`src/rtl/jtag_pkg.sv`:
```
// jtag_pkg: TAP state encoding, opcode values and instruction decode shared by the TAP front end.
package jtag_pkg;
  typedef enum logic [3:0] {
    TLR, RTI, SEL_DR, CAP_DR, SH_DR, EX1_DR, PAU_DR, EX2_DR, UPD_DR,
    SEL_IR, CAP_IR, SH_IR, EX1_IR, PAU_IR, EX2_IR, UPD_IR
  } tap_state_t;
  localparam int EXTEST = 0;
  localparam int IDCODE = 1;
  localparam int SAMPLE = 2;
  localparam int USER_BASE = 4;
  localparam int SEL_BYPASS = -1;
  localparam int SEL_IDCODE = -2;
  // External DR index for an instruction, or SEL_BYPASS / SEL_IDCODE for the internal registers
  function automatic int decode_sel(input int ir, input int ir_w, input int num_dr, input bit has_idcode);
    int ones;
    ones = (1 << ir_w) - 1;
    if (ir == ones) return SEL_BYPASS;
    if (ir == EXTEST || ir == SAMPLE) return 0;
    if (ir == IDCODE) return has_idcode ? SEL_IDCODE : SEL_BYPASS;
    if (ir >= USER_BASE && ir < USER_BASE + num_dr) return ir - USER_BASE;
    return SEL_BYPASS;
  endfunction
endpackage

```
`src/rtl/jtag_tap_param_top_fsm.sv`:
```
// jtag_tap_fsm: 16-state TAP controller; exports the next state plus registered-state decodes.
module jtag_tap_fsm
  import jtag_pkg::*;
(
  input  logic       TCLK,
  input  logic       TRST,
  input  logic       TMS,
  output tap_state_t state_nxt,
  output logic       tlr,
  output logic       capture_dr,
  output logic       shift_dr,
  output logic       update_dr,
  output logic       capture_ir,
  output logic       shift_ir,
  output logic       update_ir
);
  tap_state_t state_q, state_d;
  always_ff @(posedge TCLK or negedge TRST)
    if (!TRST) state_q <= TLR;
    else state_q <= state_d;
  always_comb begin
    state_d = state_q;
    case (state_q)
      TLR:    state_d = TMS ? TLR    : RTI;
      RTI:    state_d = TMS ? SEL_DR : RTI;
      SEL_DR: state_d = TMS ? SEL_IR : CAP_DR;
      CAP_DR: state_d = TMS ? EX1_DR : SH_DR;
      SH_DR:  state_d = TMS ? EX1_DR : SH_DR;
      EX1_DR: state_d = TMS ? UPD_DR : PAU_DR;
      PAU_DR: state_d = TMS ? EX2_DR : PAU_DR;
      EX2_DR: state_d = TMS ? UPD_DR : SH_DR;
      UPD_DR: state_d = TMS ? SEL_DR : RTI;
      SEL_IR: state_d = TMS ? TLR    : CAP_IR;
      CAP_IR: state_d = TMS ? EX1_IR : SH_IR;
      SH_IR:  state_d = TMS ? EX1_IR : SH_IR;
      EX1_IR: state_d = TMS ? UPD_IR : PAU_IR;
      PAU_IR: state_d = TMS ? EX2_IR : PAU_IR;
      EX2_IR: state_d = TMS ? UPD_IR : SH_IR;
      UPD_IR: state_d = TMS ? SEL_DR : RTI;
      default: state_d = TLR;
    endcase
    state_nxt  = state_d;
    tlr        = state_q == TLR;
    capture_dr = state_q == CAP_DR;
    shift_dr   = state_q == SH_DR;
    update_dr  = state_q == UPD_DR;
    capture_ir = state_q == CAP_IR;
    shift_ir   = state_q == SH_IR;
    update_ir  = state_q == UPD_IR;
  end
endmodule

```
`src/rtl/jtag_tap_param_top.sv`:
```
// jtag_tap_param_top: parametrised JTAG front end with IR, decode, BYPASS/IDCODE and external DR strobes.
module jtag_tap_param_top
  import jtag_pkg::*;
#(
  parameter int          IR_W       = 4,
  parameter int          NUM_DR     = 2,
  parameter logic [31:0] IDCODE_VAL = 32'h1923_4001,
  parameter bit          HAS_IDCODE = 1
) (
  input  logic              TCLK,
  input  logic              TRST,
  input  logic              TMS,
  input  logic              TDI,
  output logic              TDO,
  output logic              tdo_en,
  input  logic [NUM_DR-1:0] dr_tdo,
  output logic [NUM_DR-1:0] dr_sel,
  output logic              capture_dr,
  output logic              shift_dr,
  output logic              update_dr,
  output logic [IR_W-1:0]   ir_q,
  output logic              tlr
);
  localparam logic [IR_W-1:0] RST_IR = HAS_IDCODE ? IR_W'(IDCODE) : {IR_W{1'b1}};
  tap_state_t state_nxt;
  logic st_cap_dr, st_sh_dr, st_upd_dr, st_cap_ir, st_sh_ir, st_upd_ir;
  logic [IR_W-1:0] ir_d, ir_sh_q, ir_sh_d;
  logic byp_q, byp_d;
  logic [31:0] id_q, id_d;
  int sel;
  jtag_tap_fsm u_fsm (
    .TCLK       (TCLK),
    .TRST       (TRST),
    .TMS        (TMS),
    .state_nxt  (state_nxt),
    .tlr        (tlr),
    .capture_dr (st_cap_dr),
    .shift_dr   (st_sh_dr),
    .update_dr  (st_upd_dr),
    .capture_ir (st_cap_ir),
    .shift_ir   (st_sh_ir),
    .update_ir  (st_upd_ir)
  );
  always_ff @(posedge TCLK or negedge TRST)
    if (!TRST) begin
      ir_q    <= RST_IR;
      ir_sh_q <= '0;
      byp_q   <= 1'b0;
      id_q    <= '0;
    end else begin
      ir_q    <= ir_d;
      ir_sh_q <= ir_sh_d;
      byp_q   <= byp_d;
      id_q    <= id_d;
    end
  // Entering TLR through TMS reloads the instruction but leaves the shift registers alone
  always_comb begin
    sel = decode_sel(int'(ir_q), IR_W, NUM_DR, HAS_IDCODE);
    dr_sel = '0;
    for (int k = 0; k < NUM_DR; k++) dr_sel[k] = sel == k;
    ir_d    = state_nxt == TLR ? RST_IR : st_upd_ir ? ir_sh_q : ir_q;
    ir_sh_d = st_cap_ir ? IR_W'(1) : st_sh_ir ? {TDI, ir_sh_q[IR_W-1:1]} : ir_sh_q;
    byp_d   = st_cap_dr ? 1'b0 : st_sh_dr ? TDI : byp_q;
    id_d    = st_cap_dr ? IDCODE_VAL : st_sh_dr ? {TDI, id_q[31:1]} : id_q;
    capture_dr = st_cap_dr & |dr_sel;
    shift_dr   = st_sh_dr & |dr_sel;
    update_dr  = st_upd_dr & |dr_sel;
    tdo_en     = st_sh_dr | st_sh_ir;
    TDO = st_sh_ir ? ir_sh_q[0] : !st_sh_dr ? 1'b0 : |dr_sel ? |(dr_tdo & dr_sel) :
          sel == SEL_IDCODE ? id_q[0] : byp_q;
  end
endmodule

```
`config.mk`:
```
export PLATFORM = sky130hd
export DESIGN_NAME = jtag_tap_param_top
export DESIGN_NICKNAME = d
export VERILOG_FILES = /design/src/rtl/jtag_pkg.sv /design/src/rtl/jtag_tap_param_top_fsm.sv /design/src/rtl/jtag_tap_param_top.sv
export SDC_FILE = /design/constraint.sdc
export NUM_CORES = 1
export LEC_CHECK = 0
export CORE_MARGIN = 4
export CORE_UTILIZATION = 30
export DETAILED_ROUTE_END_ITERATION = 7
export GPL_ROUTABILITY_DRIVEN = 1
export SETUP_SLACK_MARGIN = 0.05
export SYNTH_ARGS = -nofsm -noshare
export SYNTH_HDL_FRONTEND = slang
export SYNTH_HIERARCHICAL = 1
export SYNTH_SLANG_ARGS = --single-unit
```
`constraint.sdc`:
```
create_clock -name TCLK -period 2.2 [get_ports TCLK]
set_input_delay 0.44 -clock TCLK [delete_from_list [all_inputs] [get_ports TCLK]]
set_output_delay 0.44 -clock TCLK [all_outputs]
set_load 0.02 [all_outputs]
```
# After elaboration in Yosys (flattened, before gate mapping)

Index checks and enable logic that the tools add are counted.

Register bits: 45
Input bits: 6
Output and inout bits: 12
Word-level logic and storage cells: 90

Add/sub/neg operators: 1
Magnitude comparators: 2
Equality and inequality tests: 20
Muxes and demuxes: 43
Bitwise logic cells: 5
Reductions and logical operators: 14

Operators with widths:

| cell                                                                                | count |
|---|---|
| 32-bit 2-to-1 mux                                                                   | 10 |
| 32-bit by 2-bit equality test with 1-bit output, second input constant              | 2 |
| 4-bit one-hot mux with 12 select lines                                              | 1 |
| 4-bit equality test, second input constant                                          | 8 |
| 32-bit logical NOT                                                                  | 1 |
| 4-bit 2-to-1 mux                                                                    | 8 |
| 4-bit by 3-bit equality test with 1-bit output, second input constant               | 5 |
| 1-bit 2-to-1 mux                                                                    | 19 |
| 4-bit by 2-bit equality test with 1-bit output, second input constant               | 3 |
| 4-bit logical NOT                                                                   | 3 |
| 4-bit by 1-bit equality test with 1-bit output, second input constant               | 2 |
| 2-bit OR reduction                                                                  | 4 |
| 2-bit 2-to-1 mux                                                                    | 3 |
| 3-bit 2-to-1 mux                                                                    | 2 |
| 2-bit nonzero test                                                                  | 3 |
| 4-bit by 3-bit subtractor with 5-bit output, second input constant                  | 1 |
| 4-bit by 3-bit greater-or-equal comparator with 1-bit output, second input constant | 1 |
| 4-bit by 3-bit < comparator with 1-bit output, second input constant                | 1 |
| 1-bit bitwise AND                                                                   | 3 |
| 3-bit OR reduction                                                                  | 1 |
| 2-bit bitwise AND                                                                   | 1 |
| 1-bit logical AND                                                                   | 1 |
| 1-bit logical OR                                                                    | 1 |
| 1-bit bitwise OR                                                                    | 1 |

# Logic depth before layout (Yosys ltp)

Gate-level depths: netlist of the first run.

Depth in word-level cells: 19
Depth in mapped cells: 8
Mapped depth without buffers: 7

# Hierarchy

Netlist of the first run, hierarchy kept.

By module, submodules not included:

| module             | times used | cells an instance | area an instance (um^2) | seq. area each (um^2) |
|---|---|---|---|---|
| jtag_tap_param_top | 1          | 159               | 1834.3                  | 1002.2 |
| jtag_tap_fsm       | 1          | 46                | 339.1                   | 100.1 |

# Worst setup path before layout of the first run

OpenSTA, ideal clock, no wires.

Path kind: register to output
From: reg u_fsm.state_q[1]
To: out shift_dr
Arrival time: 2.098 ns
Data required time: 1.760 ns
Slack: -0.338 ns
Stages on the path, launching flop included: 6
Buffers on the path: 3
Cell sequence: dfrtp_1 clkbuf_1 nor4_1 buf_4 buf_4 nor2b_1

Longest elaborated chain between the ends: 2

Ends and longest elaborated chain:

| element                                        | line                         | RTL |
|---|---|---|
| from (decl)                                    | jtag_tap_param_top_fsm.sv:17 | `tap_state_t state_q, state_d;` |
| from (signal assigned)                         | jtag_tap_param_top_fsm.sv:20 | `else state_q <= state_d;` |
| 4-bit by 3-bit equality test with 1-bit output | jtag_tap_param_top_fsm.sv:45 | `shift_dr = state_q == SH_DR;` |
| named net st_sh_dr                             | jtag_tap_param_top.sv:26     | `logic st_cap_dr, st_sh_dr, st_upd_dr, st_cap_ir, st_sh_ir, st_upd_ir;` |
| 1-bit bitwise AND                              | jtag_tap_param_top.sv:66     | `shift_dr = st_sh_dr & \|dr_sel;` |
| to (decl)                                      | jtag_tap_param_top.sv:19     | `output logic shift_dr,` |

The timed path passes the listed nets, and every way through them passes these cells.

# Worst setup path in the final report of the first run

From: reg ir_q[3]
To: out TDO

Longest elaborated chain between the ends: 16
Elaborated cells between the ends (all ways): 37
Those cells by class: add/sub: 1; order compare: 2; eq/ne: 5; mux: 22; bitwise: 1; reduce/logical: 6

Ends and longest elaborated chain:

| element                                                                                                                       | line                     | RTL |
|---|---|---|
| from (decl)                                                                                                                   | jtag_tap_param_top.sv:21 | `output logic [IR_W-1:0] ir_q,` |
| from (signal assigned)                                                                                                        | jtag_tap_param_top.sv:51 | `ir_q <= ir_d;` |
| 4-bit by 3-bit greater-or-equal comparator with 1-bit output or 4-bit by 3-bit < comparator with 1-bit output (tied branches) | jtag_pkg.sv:20           | `if (ir >= USER_BASE && ir < USER_BASE + num_dr) return ir - USER_BASE;` |
| 1-bit logical AND                                                                                                             | jtag_pkg.sv:20           |  |
| 1-bit 2-to-1 mux (2 in a row)                                                                                                 | jtag_pkg.sv:20           |  |
| 1-bit 2-to-1 mux                                                                                                              | jtag_pkg.sv:19           | `if (ir == IDCODE) return has_idcode ? SEL_IDCODE : SEL_BYPASS;` |
| 1-bit 2-to-1 mux                                                                                                              | jtag_pkg.sv:18           | `if (ir == EXTEST \|\| ir == SAMPLE) return 0;` |
| 32-bit 2-to-1 mux                                                                                                             | jtag_pkg.sv:21           | `return SEL_BYPASS;` |
| 32-bit 2-to-1 mux                                                                                                             | jtag_pkg.sv:20           |  |
| 32-bit 2-to-1 mux                                                                                                             | jtag_pkg.sv:19           |  |
| 32-bit 2-to-1 mux *                                                                                                           | jtag_pkg.sv:18           |  |
| 32-bit by 2-bit equality test with 1-bit output or 32-bit logical NOT (tied branches)                                         | jtag_tap_param_top.sv:60 | `for (int k = 0; k < NUM_DR; k++) dr_sel[k] = sel == k;` |
| 2-bit bitwise AND                                                                                                             | jtag_tap_param_top.sv:69 | `TDO = st_sh_ir ? ir_sh_q[0] : !st_sh_dr ? 1'b0 : \|dr_sel ? \|(dr_tdo & dr_sel) :` |
| 2-bit OR reduction                                                                                                            | jtag_tap_param_top.sv:69 |  |
| 1-bit 2-to-1 mux * (3 in a row)                                                                                               | jtag_tap_param_top.sv:69 |  |
| to (decl)                                                                                                                     | jtag_tap_param_top.sv:14 | `output logic TDO,` |

Mark *: on every way between the ends. The rest lies on a longest branch, timed or not. The select of a mux whose other input is x is not followed.

==> results.json, run 1 <==
{
  "cts_buffers": 5,
  "status": "finished, violations left",
  "core_area_sq_mm": 0.00691,
  "drive_gt1_share_pct": 31.3,
  "fp.dieArea_sq_mm": 0.00867,
  "max_freq_ghz": 0.438,
  "syn_nets": 214,
  "grt_usage_pct": 10.2,
  "setup_tns_ps": -166,
  "gr-usage-met1_pct": 13.3,
  "grt_setup_unrepaired": "true",
  "yosys-mux-area-fraction_pct": 15.2,
  "h-tree-depth": 2,
  "final-hold-violation-count": 0,
  "yosysSeqAreaShare_pct": 50.7,
  "critPathKind": "reg2out",
  "synth_fa_ha_area_share_pct": 1.73,
  "utilization_pct": 42.4,
  "grt_pass1_wl_um": 7270,
  "synth_area_leaders": "dfrtp_1 (50%), mux2i_1 (15%), nor2_1 (6.4%), nor2b_1 (4.6%), a211o_1 (4.0%)",
  "syn_inst": 205,
  "critPathRequiredTime_ps": 1760,
  "drv_cap": 0,
  "synth_cell_types": 36,
  "skew_ps": 3.53,
  "die_w_um": 93.1,
  "drc": 0,
  "vias": 1579,
  "ys_ff_latch": 44,
  "grt_max_degree": 45,
  "num_rows": 30,
  "grt-ovfl-total": 0,
  "cts.sinks": 44,
  "cp-end-kind": "output port",
  "routedWlPerCell_um": 12.0,
  "dp_hpwl_um": 2830,
  "worst_hold_slack_ps": 113,
  "finalCritPeriodShare_pct": 104,
  "synth-simple-area-share_pct": 16.7,
  "viasPerCell": 4.54,
  "wl_um": 4170,
  "root_buffer": "clkbuf_8",
  "port_buffers": 17,
  "synth-compound-area-share_pct": 11.1,
  "hold_path.class": "in2async",
  "cts_buffer_depth": 2,
  "drtIter0Drc": 74,
  "grt_pass1_vias": 1550,
  "setup_viol": 4,
  "drt-pass1-iter-count": 4,
  "vdd_drop_max_uv": 503,
  "synth_top_family_by_area": "simple AND/OR/NAND/NOR gates",
  "use_met2_pct": 16.9,
  "nNetsFinal": 260,
  "top_usage_layer": "met2",
  "slew_headroom_pct": 64.3,
  "gp_congestion": 0.730,
  "power.total_mw": 3.96,
  "worstSetupStartpointType": "flip-flop",
  "synthXorXnorAreaFrac_pct": 0,
  "arrival_ps": 1840,
  "power_density_mw_per_mm2": 1350,
  "critical_path.max_fanout": 3,
  "synth.avg_cell_area_sq_um": 10.6,
  "pin_count": 18,
  "syn_area_sq_mm": 0.00217,
  "antenna_cells": 0,
  "start_util_pct": 31.5,
  "antenna_found_initial": 0,
  "die_y_um": 93.1,
  "synth_warnings": 6,
  "path_clk_slew_ps": 80,
  "power_leakage_nw": 1.32,
  "worst_pin_slew_ps": 536,
  "synth_top_cell_area_share_pct": 49.5,
  "clk_latency_ps": 290,
  "cts_tree": "yes",
  "finalWorstSetupSlack_ps": -84.6,
  "area_delta_synth_final_pct": 34.7,
  "ant_nets": 0,
  "drv_slew": 0,
  "met3_usage_pct": 2.49,
  "yosysTopAreaCell": "dfrtp_1",
  "period_minus_slack_ps": 2280,
  "violations": "negative setup slack",
  "cts_hold_buf": 0
}
[worst paths after layout]
check | cells after the start | to | slack (ps) | from
max in group asynchronous | 2 | ir_q[0] | 1830 | TRST
worst min register to register | 1 | id_q[16] | 480 | id_q[17]
worst max-delay path | 8 | TDO | -80 | ir_q[3]
worst max register to register | 7 | ir_q[0] | 170 | u_fsm/state_q[1]
worst min-delay path | 2 | u_fsm/state_q[1] | 110 | TRST
min in group TCLK | 1 | id_q[16] | 480 | id_q[17]
[routing by layer]
metal	part of all wire (%)	vias up	wire (um)
met5	0	-	0
met4	0.34	0	14
met3	2.9	2	120
met2	47	16	1960
met1	50	758	2070
li1	-	803	-
[cell usage in the layout (no fill, tap or decap), types with 2 or more instances in the layout]
cell / Yosys / final
a211o_1: 10 / 10
buf_6: 0 / 9
a21oi_1: 5 / 3
dfrtp_1: 43 / 41
clkdlybuf4s50_1: 0 / 8
nor2b_1: 16 / 12
clkbuf_8: 0 / 7
mux2i_1: 33 / 33
ha_4: 0 / 2
inv_1: 4 / 2
nand2_1: 5 / 5
dfrtp_2: 0 / 2
nor2_1: 37 / 35
a21oi_2: 2 / 4
nor2b_2: 0 / 3
buf_4: 4 / 32
o21ai_0: 4 / 3
inv_2: 3 / 4
nor4_1: 4 / 3
[final cells by class]
class	count	area, sq um
repair buffers	53	467
flip-flops and latches	44	1100
clock buffers	7	96.3
well taps	96	120
multi-input cells	140	1080
fillers	681	3980
clock inverters	1	30.0
inverters	7	28.8
[stage by stage]
step / std cells / setup WS, ps / area [sq um]
6_report: 348 / -84.6 / 2930
5_1_grt: 348 / -176 / 2930
4_1_cts: 346 / -122 / 2880
3_5_place_dp: 335 / -300 / 2660
3_3_place_gp: 335 / -260 / 2660
2_1_floorplan: 205 / 72.8 / 2200
[state kept, by name (all words and copies together), names as in the netlist]
signal,count
id_q,31
byp_q,1
u_fsm/state_q,4
ir_q,4
ir_sh_q,4
[kinds of logic (layout without fill, tap and decap cells)]
kind of cell	after synthesis	in the layout
compound gates	31	31
fa+ha+maj	3	3
buf+inv	21	68
flops	44	44
mux	33	33
simple gates	73	73
[synthesized netlist by cell type]
| cell type | count |
|---|---|
| dfrtp_1 | 43 |
| nor2_1 | 37 |
| mux2i_1 | 33 |
| nor2b_1 | 16 |
| a211o_1 | 10 |
| clkbuf_1 | 6 |
| a21oi_1 | 5 |
| nand2_1 | 5 |
| buf_2 | 4 |
| buf_4 | 4 |
| inv_1 | 4 |
| nor4_1 | 4 |
| o21ai_0 | 4 |
| ha_1 | 3 |
| inv_2 | 3 |
| a21oi_2 | 2 |
| nand2b_1 | 2 |
| nor3_1 | 2 |
| a211oi_1 | 1 |
| a221o_1 | 1 |
| a221oi_1 | 1 |
| a31o_1 | 1 |
| a31oi_1 | 1 |
| a32o_1 | 1 |
| a32oi_2 | 1 |
| dfstp_2 | 1 |
| nand3_1 | 1 |
| nand3b_1 | 1 |
| nor3b_1 | 1 |
| nor4b_2 | 1 |
| o211ai_1 | 1 |
| o21a_1 | 1 |
| o221ai_1 | 1 |
| or2_1 | 1 |
| or2_2 | 1 |
| or4b_1 | 1 |
[report_power, final]
group	switching, mW	leakage, nW	total [mW]	internal, mW
sequential	0.212	0.570	1.32	1.11
clock	0.264	0.0645	0.665	0.401
combinational	0.959	0.686	1.98	1.02
total	1.43	1.32	3.96	2.52
[worst max-delay path, cell delays in order (launching register included)]
cell and delay [ps]:
dfrtp_2 390, inv_4 50, ha_4 170, buf_4 140
a31o_1 190, a21oi_2 180, mux2i_1 230, a21oi_2 80
buf_6 130
[timing repair]
item | CTS | global route
setup buffers | 3 | 2
gates resized for setup | 54 | 9
endpoints found under the setup margin | 8 | 7
pin swaps | 5 | 3
No activity file was read; power rests on OpenSTA's default activity.
==> inputs of run 2 (changes only) <==
--- a/config.mk
+++ b/config.mk
@@ -9,8 +9,8 @@
 export CORE_UTILIZATION = 30
 export DETAILED_ROUTE_END_ITERATION = 7
 export GPL_ROUTABILITY_DRIVEN = 1
-export SETUP_SLACK_MARGIN = 0.05
 export SYNTH_ARGS = -nofsm -noshare
 export SYNTH_HDL_FRONTEND = slang
 export SYNTH_HIERARCHICAL = 1
 export SYNTH_SLANG_ARGS = --single-unit
+export TNS_END_PERCENT = 20
==> results.json, run 2 (same netlist as run 1, synthesis figures left out) <==
{
  "antenna_found_initial": 0,
  "critPathKind": "reg2out",
  "slew_headroom_pct": 63.0,
  "max_freq_ghz": 0.430,
  "cts_tree": "yes",
  "grt_setup_unrepaired": "true",
  "grt_max_degree": 41,
  "h-tree-depth": 2,
  "dp_hpwl_um": 3040,
  "status": "finished, violations left",
  "critical_path.max_fanout": 4,
  "worst_pin_slew_ps": 555,
  "regMostFlops": "id_q",
  "post_cts_buffers": 0,
  "setup_tns_ps": -362,
  "switchingPower_mw": 1.42,
  "area_delta_synth_final_pct": 31.7,
  "drive_gt1_share_pct": 27.4,
  "worstSetupStartpointType": "flip-flop",
  "clkPwrFrac_pct": 21.1,
  "critPathRequiredTime_ps": 1760,
  "period_minus_slack_ps": 2330,
  "skew_ps": 3.77,
  "nNetsFinal": 256,
  "final_cell_mix": "dfrtp_1 (43), nor2_1 (36), mux2i_1 (33)",
  "drv_cap": 0,
  "final-hold-violation-count": 0,
  "viasPerCell": 4.66,
  "cts_buffers": 5,
  "r2r-start": "u_fsm/state_q[1]",
  "drv_slew": 0,
  "r2r_slack_ps": 160,
  "utilization_pct": 41.4,
  "vdd_drop_max_uv": 474,
  "wl_um": 4310,
  "grt_pass1_wl_um": 7800,
  "setup_viol": 6,
  "r2r_cells": 7,
  "clk_latency_ps": 300,
  "p_sw_share_pct": 35.2,
  "gp_congestion": 0.814,
  "dp_slack_ps": -245,
  "drt-pass1-iter-count": 4,
  "die_y_um": 93.1,
  "power_density_mw_per_mm2": 1410,
  "routedWlPerCell_um": 12.5,
  "port_buffers": 17,
  "drtIter0Drc": 88,
  "drc": 0,
  "ant_nets": 0,
  "final_common_cell": "dfrtp_1",
  "finalWorstSetupSlack_ps": -127,
  "fp.dieArea_sq_mm": 0.00867,
  "root_buffer": "clkbuf_8",
  "power_leakage_nw": 1.31,
  "grt_usage_pct": 11.1,
  "worstReg2RegEnd": "ir_q[0]",
  "violations": "negative setup slack",
  "p_int_mw": 2.61,
  "cp-end-kind": "output port",
  "num_rows": 30,
  "arrival_ps": 1890,
  "nFillCells": 700,
  "cts.sinks": 44,
  "pwr-share-seq_pct": 32.5,
  "grt_pass1_vias": 1666,
  "die_w_um": 93.1,
  "grt-ovfl-total": 0,
  "pwr-share-comb_pct": 46.4,
  "largest_register_ffs": 31,
  "antenna_cells": 0,
  "cts_buffer_depth": 2,
  "path_clk_slew_ps": 80,
  "start_util_pct": 31.5,
  "core_area_sq_mm": 0.00691,
  "finalCritPeriodShare_pct": 106,
  "pin_count": 18,
  "hold_path.class": "in2async",
  "vias": 1602
}
## run 2: how the worst max path moves through the flow
stage | from | end | slack (ps) | cells past startpoint
floorplan | ir_q[2] | TDO | -8 | 7
global placement | ir_q[2] | TDO | -230 | 8
detailed placement | ir_q[2] | TDO | -240 | 8
CTS | ir_q[2] | dr_sel[0] | -140 | 9
global route | ir_q[2] | TDO | -220 | 9
finish | ir_q[3] | TDO | -130 | 9
## run 2: through the flow
step                total power, mW  instances  hold WS [ps]  instance area, sq um
floorplan                      2.47        205           144                  2190
global placement               3.08        336           456                  2650
detailed placement             3.12        336           462                  2650
CTS                            3.97        344           132                  2800
global route                   4.35        344           136                  2860
finish                         4.03        344           115                  2860
## run 2: final cells by class
cell class | count | area, sq um | area share [%]
flip-flops and latches | 44 | 1100 | 38.5
multi-input cells | 140 | 1050 | 36.8
repair buffers | 49 | 402 | 14.0
well taps | 96 | 120 | 4.20
clock inverters | 3 | 90.1 | 3.15
clock buffers | 5 | 68.8 | 2.40
inverters | 7 | 26.3 | 0.918
## run 2: routing by layer
layer  global-route usage, %  part of all wire [%]
met1                    14.8                    48
met2                    18.0                    47
met3                    2.17                   3.0
met4                    4.03                   1.6
met5                       0                     0
## run 2: power by group through the flow
stage | Combinational, mW | Sequential (mW) | Clock, mW
3_3_place_gp | 1.77 | 1.32 | 0
5_1_grt | 2.09 | 1.35 | 0.905
4_1_cts | 1.79 | 1.31 | 0.873
3_5_place_dp | 1.80 | 1.32 | 0
6_report | 1.87 | 1.31 | 0.850
2_1_floorplan | 1.18 | 1.29 | 0
## run 2: worst max-delay path: stages (launching register included)
cell     delay, ps
dfrtp_1        390
inv_2          100
buf_6          120
ha_4           120
inv_2           30
a31o_1         170
a21oi_2        170
mux2i_1        260
a21oi_2         90
buf_6          130
## run 2: what timing repair did
action	CTS	global route
resized for setup	29	21
gates cloned	0	0
hold buffers	0	0
pin swaps	3	6
setup endpoints to repair	8	7
